## src/rtl/mips_multicycle_ctrl.sv

```systemverilog
// Multicycle MIPS32 main controller: sequences fetch/decode/execute over a shared ALU,
// memory port and register file, counts retired instructions and traps on illegal ones.
module mips_multicycle_ctrl #(
    parameter int CNT_W = 32
) (
    input  logic             clk,
    input  logic             reset,
    input  logic [5:0]       opcode,
    input  logic             zero,
    input  logic             mem_ready,
    input  logic             alu_invalid,
    output logic             pc_en,
    output logic             iord,
    output logic             mem_read,
    output logic             mem_write,
    output logic             ir_write,
    output logic             reg_dst,
    output logic             mem_to_reg,
    output logic             reg_write,
    output logic             alu_src_a,
    output logic [1:0]       alu_src_b,
    output logic [1:0]       alu_op,
    output logic [1:0]       pc_source,
    output logic             trap,
    output logic [3:0]       state,
    output logic [CNT_W-1:0] retired
);

    typedef enum logic [3:0] {
        S_IDLE   = 4'd0,
        S_FETCH  = 4'd1,
        S_DECODE = 4'd2,
        S_MEMADR = 4'd3,
        S_MEMRD  = 4'd4,
        S_MEMWB  = 4'd5,
        S_MEMWR  = 4'd6,
        S_EXEC   = 4'd7,
        S_ALUWB  = 4'd8,
        S_BRANCH = 4'd9,
        S_ADDIEX = 4'd10,
        S_ADDIWB = 4'd11,
        S_JUMP   = 4'd12,
        S_TRAP   = 4'd15
    } state_t;

    localparam logic [5:0] OP_RTYPE = 6'b000000;
    localparam logic [5:0] OP_LW    = 6'b100011;
    localparam logic [5:0] OP_SW    = 6'b101011;
    localparam logic [5:0] OP_BEQ   = 6'b000100;
    localparam logic [5:0] OP_ADDI  = 6'b001000;
    localparam logic [5:0] OP_J     = 6'b000010;

    state_t           state_q, state_d;
    logic [CNT_W-1:0] retired_q, retired_d;
    logic             retire;

    always_comb begin
        // NOTE: default assignment first so every path drives state_d; no latch is inferred.
        state_d = state_q;
        case (state_q)
            S_IDLE:   state_d = S_FETCH;
            S_FETCH:  if (mem_ready) state_d = S_DECODE;
            S_DECODE: begin
                case (opcode)
                    OP_RTYPE:     state_d = S_EXEC;
                    OP_LW, OP_SW: state_d = S_MEMADR;
                    OP_BEQ:       state_d = S_BRANCH;
                    OP_ADDI:      state_d = S_ADDIEX;
                    OP_J:         state_d = S_JUMP;
                    default:      state_d = S_TRAP;
                endcase
            end
            S_MEMADR: state_d = (opcode == OP_LW) ? S_MEMRD : S_MEMWR;
            S_MEMRD:  if (mem_ready) state_d = S_MEMWB;
            S_MEMWB:  state_d = S_FETCH;
            S_MEMWR:  if (mem_ready) state_d = S_FETCH;
            S_EXEC:   state_d = alu_invalid ? S_TRAP : S_ALUWB;
            S_ALUWB, S_BRANCH, S_ADDIWB, S_JUMP: state_d = S_FETCH;
            S_ADDIEX: state_d = S_ADDIWB;
            S_TRAP:   state_d = S_TRAP;
            default:  state_d = S_IDLE;
        endcase
    end

    // An instruction retires on the edge that takes its final state back to FETCH.
    always_comb begin
        retire = 1'b0;
        case (state_q)
            S_MEMWB, S_ALUWB, S_BRANCH, S_ADDIWB, S_JUMP: retire = 1'b1;
            S_MEMWR: retire = mem_ready;
            default: retire = 1'b0;
        endcase
        retired_d = retire ? retired_q + CNT_W'(1) : retired_q;
    end

    // Control outputs decode the registered state; only FETCH and BRANCH gate on live inputs.
    always_comb begin
        pc_en      = 1'b0;
        iord       = 1'b0;
        mem_read   = 1'b0;
        mem_write  = 1'b0;
        ir_write   = 1'b0;
        reg_dst    = 1'b0;
        mem_to_reg = 1'b0;
        reg_write  = 1'b0;
        alu_src_a  = 1'b0;
        alu_src_b  = 2'b00;
        alu_op     = 2'b00;
        pc_source  = 2'b00;
        trap       = 1'b0;
        case (state_q)
            S_FETCH: begin
                mem_read  = 1'b1;
                alu_src_b = 2'b01;
                ir_write  = mem_ready;
                pc_en     = mem_ready;
            end
            S_DECODE: alu_src_b = 2'b11;
            S_MEMADR, S_ADDIEX: begin
                alu_src_a = 1'b1;
                alu_src_b = 2'b10;
            end
            S_MEMRD: begin
                mem_read = 1'b1;
                iord     = 1'b1;
            end
            S_MEMWB: begin
                reg_write  = 1'b1;
                mem_to_reg = 1'b1;
            end
            S_MEMWR: begin
                mem_write = 1'b1;
                iord      = 1'b1;
            end
            S_EXEC: begin
                alu_src_a = 1'b1;
                alu_op    = 2'b10;
            end
            S_ALUWB: begin
                reg_write = 1'b1;
                reg_dst   = 1'b1;
            end
            S_BRANCH: begin
                alu_src_a = 1'b1;
                alu_op    = 2'b01;
                pc_source = 2'b01;
                pc_en     = zero;
            end
            S_ADDIWB: reg_write = 1'b1;
            S_JUMP: begin
                pc_source = 2'b10;
                pc_en     = 1'b1;
            end
            S_TRAP:  trap = 1'b1;
            default: ;
        endcase
    end

    always_ff @(posedge clk or posedge reset) begin
        // NOTE: state registers use non-blocking assignments so all flops update together.
        if (reset) begin
            state_q   <= S_IDLE;
            retired_q <= '0;
        end else begin
            state_q   <= state_d;
            retired_q <= retired_d;
        end
    end

    assign state   = state_q;
    assign retired = retired_q;

endmodule

```

## config.mk

```make
export PLATFORM = sky130hd
export DESIGN_NAME = mips_multicycle_ctrl
export DESIGN_NICKNAME = d
export VERILOG_FILES = /design/src/rtl/mips_multicycle_ctrl.sv
export SDC_FILE = /design/constraint.sdc
export NUM_CORES = 1
export LEC_CHECK = 0
export CAP_MARGIN = 40
export CORE_MARGIN = 2
export CORE_UTILIZATION = 50
export CTS_CLUSTER_SIZE = 10
export DETAILED_ROUTE_END_ITERATION = 16
export PLACE_DENSITY = 0.88
export SYNTH_ARGS = -nofsm -noshare
export SYNTH_HDL_FRONTEND = slang
export SYNTH_SLANG_ARGS = --single-unit
export TNS_END_PERCENT = 30
```

## constraint.sdc

```tcl
create_clock -name clk -period 3.4 [get_ports clk]
set_input_delay 0.68 -clock clk [delete_from_list [all_inputs] [get_ports clk]]
set_output_delay 0.68 -clock clk [all_outputs]
set_load 0.02 [all_outputs]
```

# Yosys cells after proc, flatten, opt, wreduce, memory -nomap -nowiden

Index checks and enable logic that the tools add are counted.

$add $sub $neg: 1
Eq/ne operators: 21
Mux-type cells: 21
Reduce and logical (&&, ||, !) cells: 11

Operator list:

| operator                                                        | count |
|---|---|
| 4-bit case mux with 9 select lines                              | 1 |
| 32-bit by 1-bit adder with 32-bit output, second input constant | 1 |
| 4-bit == test, second input constant                            | 6 |
| 4-bit case mux with 5 select lines                              | 1 |
| 4-bit by 3-bit == test with 1-bit output, second input constant | 4 |
| 6-bit == test, second input constant                            | 2 |
| 4-bit 2-to-1 mux                                                | 3 |
| 1-bit 2-to-1 mux                                                | 9 |
| 4-bit by 2-bit == test with 1-bit output, second input constant | 2 |
| 2-bit case mux with 2 select lines                              | 2 |
| 2-bit OR reduction                                              | 4 |
| 6-bit by 2-bit == test with 1-bit output, second input constant | 1 |
| 6-bit by 3-bit == test with 1-bit output, second input constant | 1 |
| 6-bit by 4-bit == test with 1-bit output, second input constant | 1 |
| 6-bit zero test                                                 | 1 |
| 2-bit != test, second input constant                            | 3 |
| 2-bit case mux with 3 select lines                              | 1 |
| 6-bit OR reduction                                              | 1 |
| 5-bit OR reduction                                              | 1 |
| 4-bit by 1-bit == test with 1-bit output, second input constant | 1 |
| 4-bit zero test                                                 | 1 |
| 4-bit OR reduction                                              | 1 |
| 3-bit 2-to-1 mux                                                | 1 |
| 1-bit case mux with 3 select lines                              | 1 |
| 4 further kinds                                                 | 4 |

Output and inout bits: 52
Logic and storage cells: 56
Flip-flop bits (word level): 36
Input bits: 11

# Longest topological paths before layout

Depth after elaboration: 4
Gate-level depth with buffers: 8
Gate-level depth less buffers: 5

# Worst setup path before layout

Ideal clock, no wire load.

Path kind: register -> output
From: register state_q[3], in the netlist state[3]
To: output port pc_en
Setup slack: 0.915 ns
Arrival: 1.805 ns
Cell stages (with the launch flop): 6
Buffers on the path: 2
Data required time: 2.720 ns
Cells stage by stage: dfrtp_1 buf_2 clkbuf_1 nand2_1 nor3_1 a211o_1

Cells in the longest elaborated chain, start to end: 2
Elaborated cells between the ends (all ways): 4
Those cells by class: 3 x eq/ne; 1 x mux

Ends and longest elaborated chain:

| item                                                                             | RTL line | text |
|---|---|---|
| from (decl)                                                                      | 53       | `state_t state_q, state_d;` |
| from (signal assigned)                                                           | 165      | `state_q <= state_d;` |
| 4-bit == test / 4-bit by 1-bit == test with 1-bit output (equally long branches) | 111      | `case (state_q)` |
| 1-bit case mux with 3 select lines (*)                                           | 111      |  |
| to (decl)                                                                        | 12       | `output logic pc_en,` |

Every way passes the cells marked *; elsewhere a longest branch is shown, timed or not.

# Worst setup path in the final report

From: register state_q[2], in the netlist state[2]
To: output port pc_en

Same word-level chain as after synthesis.

==> results.txt <==
After Yosys synthesis, XOR and XNOR cells account for 14.6% of the synthesized area. The endpoint identified for the worst register-to-register timing path is retired[30]. Dividing the detail-routed wire length by the instance count gives 15.2 um. The final critical path takes up 88.1% of the cycle. The combinational family with the most area after synthesis was simple AND/OR/NAND/NOR gates. Of the total synthesized cell area, the portion taken by AND, OR, NAND and NOR gates is 27.6%. In this run the remaining antenna-violating nets after routing total 0. The logs give 4730 um^2 for the die area and 23 for the site row count. For the synthesized netlist cell count, the log shows 221.

The startpoint-to-endpoint class of the critical path was reg -> out. The average instance area after synthesis was 9.49 um^2. Worst max-slew margin expressed relative to the limit: 60.3%.

The mapped netlist covers 2100 um^2. Entering global routing, the biggest net connects 37 pins. For the insertion delay of the later-clocked pin in the worst-skew pair, the log shows 0.30 ns. Across all layers, the routed design uses 1,901 vias.

Once routing completed, OpenROAD measured the worst setup slack at 0.404 ns. The run gives 2.32 ns as the arrival time of the worst setup path. Max-cap violations in this run came to 0.

Setup repair after global routing left no endpoint under its margin. Summed over all layers, the global routing overflow is 0. The critical path goes through nand2b_1 > nor2_1 > a211o_1 > clkdlybuf4s50_1. By area the synthesized netlist is led by sky130_fd_sc_hd__dfrtp_1 (43%), sky130_fd_sc_hd__xnor2_1 (7.9%), sky130_fd_sc_hd__xor2_1 (6.7%). The run gives 0 as the number of max-slew violations in the final report. The critical path buffer and inverter count is 1. The tools report the minimum setup slack after placement as 0.479 ns.

The HPWL after detailed placement is 3570 um. Buffers inserted to repair hold after CTS numbered 0. The cell depth of the worst hold path is 1.

For this run, the leading register cell type out of synthesis is sky130_fd_sc_hd__dfrtp_1. The final layout contains 296 nets. Sequential elements use 43.0% of the synthesized area.

In this run the horizontal extent of the chip is 68.8 um. Compared with the post-synthesis result, the final layout area differs by 37.8%. The floorplan step defined a core boundary enclosing 4030 um^2. Total leakage power: 1.21 nW.

The most area-hungry cell type in the Yosys netlist is sky130_fd_sc_hd__dfrtp_1. The type of destination of the critical path is a primary output. The root buffer cell was sky130_fd_sc_hd__clkbuf_8. The first-iteration detailed-routing DRC count was 110. The path with the worst hold slack has its endpoint at retired[31]. The final setup skew is 0.00724 ns, and the standard cell area after detailed placement is 2760 um^2.

The tools report the worst min-delay path startpoint as retired[31]. STA classifies the critical path startpoint as a register. The startpoint identified for the worst register-to-register timing path is state[2]. The run finished with clean final reports. The final critical-path required period was 3.00 ns; the net count of the mapped netlist was 233. The die is 68.8 um tall. In this run the worst path has a maximum fanout of 18. The run gives 5100 um as the total wirelength of the detailed-routed design. At the worst endpoint, the required time is 2.72 ns.

The number of enable-type register cells in the synthesized netlist was 0; the maximum root-to-sink buffer count was 2. The tools report the final-report hold violation count as 0. The run gives 2 as the H-tree depth reported by CTS. The number of endpoints failing setup at the final stage is 0. The synthesized netlist devotes 0.597% of its cell area to adder and majority cells. 0 antenna diodes ended up in the layout. Counting every sink on the clock net gives 36. The Yosys step of the flow raised 0 warnings.

For this run, design rule violations remaining after detail routing come to 0. The highest achievable clock rate is 0.334 GHz, and the boundary pin count is 63. The number of setup buffers added after CTS is 0.

After clock tree synthesis, the clock-pin slew on the worst setup and hold paths is 0.07 ns. Dividing total power by cell area gives a power density of 691 nW/um^2. Across every metal layer, demand over resource in global routing totals 23.0%. The logs give 5 for the detailed-router iteration count before antenna repair and 0 for the initial antenna violation count. In the synthesized netlist the async set-or-reset flop fraction comes to 100%. On the worst path, the slowest cell contributes a delay of 0.67 ns.

The synthesized netlist devotes 9.73% of its cell area to compound gates. The total clock buffers created by CTS is 5. The overall power consumption came out at 2.00 mW. Depth of the worst register-to-register path: 5. Setup total negative slack on the finished layout was measured at 0 ns. After synthesis the netlist holds a flip-flop and latch count of 36. The number of global-route vias before repair was 1,789. The largest individual stage delay along the critical path comes from the cell sky130_fd_sc_hd__dfrtp_1. The portion of synthesized area spent on multiplexers is 1.01%. The slew at the pin with the worst max-slew slack was 0.590 ns; the setup slack of the worst register-to-register path was 1.08 ns. TritonCTS built the clock tree. Global-route wire length before repair: 8160 um.

The category of cells accounting for the largest share of critical-path delay is flip-flops. The share of post-route cells with drive strength above 1 works out to 8.42%. In the routed layout, each cell is associated on average with a via count of 5.67. Count of input and output buffers: 62. VDD sags by at most 0.417 mV. Counting the fill cells in the layout gives 305. In this run, post-CTS repair resized a total of 0 instances.

Synthesis instantiated 43 different standard cells from the library. The tightest min-delay check is of the reg -> reg type. The area fraction of the dominant cell type after synthesis was 43.0%. The initial standard-cell utilization of the core came out at 52.0%. At the end of routability-driven placement, the weighted congestion stood at 0.875.

The finished cells cover 2890 um^2.
cells in the final DEF, fill, tap and decap left out, drive strengths merged, types with 8 or more instances in the layout:
cell | netlist | routed
clkdlybuf4s50 | 0 | 62
dfrtp | 36 | 36
nor2 | 22 | 22
xnor2 | 19 | 19
xor2 | 16 | 16
nand2 | 15 | 15
nand3 | 15 | 15
nor3 | 15 | 15
o21ai | 8 | 8
nand4 | 8 | 8
worst max-delay path by stage:
stage,from,to,cells past startpoint
3_5_place_dp,mem_ready,pc_en,4
6_report,state[2],pc_en,4
3_3_place_gp,mem_ready,pc_en,4
5_1_grt,state[0],pc_en,5
2_1_floorplan,state[3],pc_en,5
4_1_cts,state[2],pc_en,4
power by group:
part | switching (mW) | internal, mW
Sequential | 0.108 | 0.488
Combinational | 0.535 | 0.444
Clock | 0.163 | 0.259
Total | 0.806 | 1.19
logic make-up (layout without fill, tap and decap cells):
kind of cell / count (synthesis) / after routing
flip-flops: 36 / 36
XOR/XNOR: 35 / 35
multiplexers: 2 / 2
AND/OR/NAND/NOR: 102 / 102
AO/OA/AOI/OAI: 28 / 28
buffers and inverters: 17 / 81
adder cells (fa/ha/maj): 1 / 1
metrics by stage:
stage | std cells | util, % | hold WS (ns)
2_1_floorplan | 221 | - | 0.582
3_5_place_dp | 327 | 68.6 | 0.485
3_3_place_gp | 327 | 68.6 | 0.460
4_1_cts | 335 | 71.7 | 0.499
6_report | 335 | 71.7 | 0.485
5_1_grt | 335 | 71.7 | 0.506
area by class of cell:
class / instances / area [um^2] / share of cell area, %
Clock inverter: 1 / 30.0 / 1.04
Multi-Input combinational cell: 168 / 1120 / 38.8
Clock buffer: 7 / 96.3 / 3.33
Timing Repair Buffer: 66 / 651 / 22.5
Inverter: 7 / 26.3 / 0.909
Sequential cell: 36 / 901 / 31.2
Tap cell: 50 / 62.6 / 2.17
metal layers:
metal | vias up | global-route usage, % | wire length (um)
li1 | 903 | - | -
met5 | - | 0 | 0
met3 | 10 | 5.68 | 348
met2 | 75 | 38.3 | 2520
met4 | 0 | 8.58 | 111
met1 | 913 | 28.7 | 2110
state kept, by name (all words and copies together) (netlist names):
name	count
retired	32
state	4
Yosys cell counts, types with 2 or more instances:
master	number
sky130_fd_sc_hd__inv_1	7
sky130_fd_sc_hd__and2_1	2
sky130_fd_sc_hd__nor2_1	22
sky130_fd_sc_hd__a31oi_1	2
sky130_fd_sc_hd__nor3_2	5
sky130_fd_sc_hd__dfrtp_1	36
sky130_fd_sc_hd__nand2b_1	5
sky130_fd_sc_hd__nand3_1	15
sky130_fd_sc_hd__nor3_1	10
sky130_fd_sc_hd__and4_1	4
sky130_fd_sc_hd__o41ai_1	2
sky130_fd_sc_hd__xnor2_1	19
sky130_fd_sc_hd__xor2_1	16
sky130_fd_sc_hd__nand2_1	15
sky130_fd_sc_hd__nor3b_1	2
sky130_fd_sc_hd__nor2b_1	3
sky130_fd_sc_hd__buf_2	2
sky130_fd_sc_hd__and3_1	5
sky130_fd_sc_hd__nand4_1	8
sky130_fd_sc_hd__a21oi_1	4
sky130_fd_sc_hd__a211oi_1	2
sky130_fd_sc_hd__o211ai_1	2
sky130_fd_sc_hd__clkbuf_1	6
sky130_fd_sc_hd__o21ai_0	8
worst reg2reg max path: cells and delay by family (launching register included):
| kind | cells | cell delay, ns |
|---|---|---|
| simple gates | 3 | 1.06 |
| compound gates | 1 | 0.34 |
| xor+xnor | 1 | 0.18 |
| flops | 1 | 0.67 |
No activity file was read; power rests on OpenSTA's default activity.
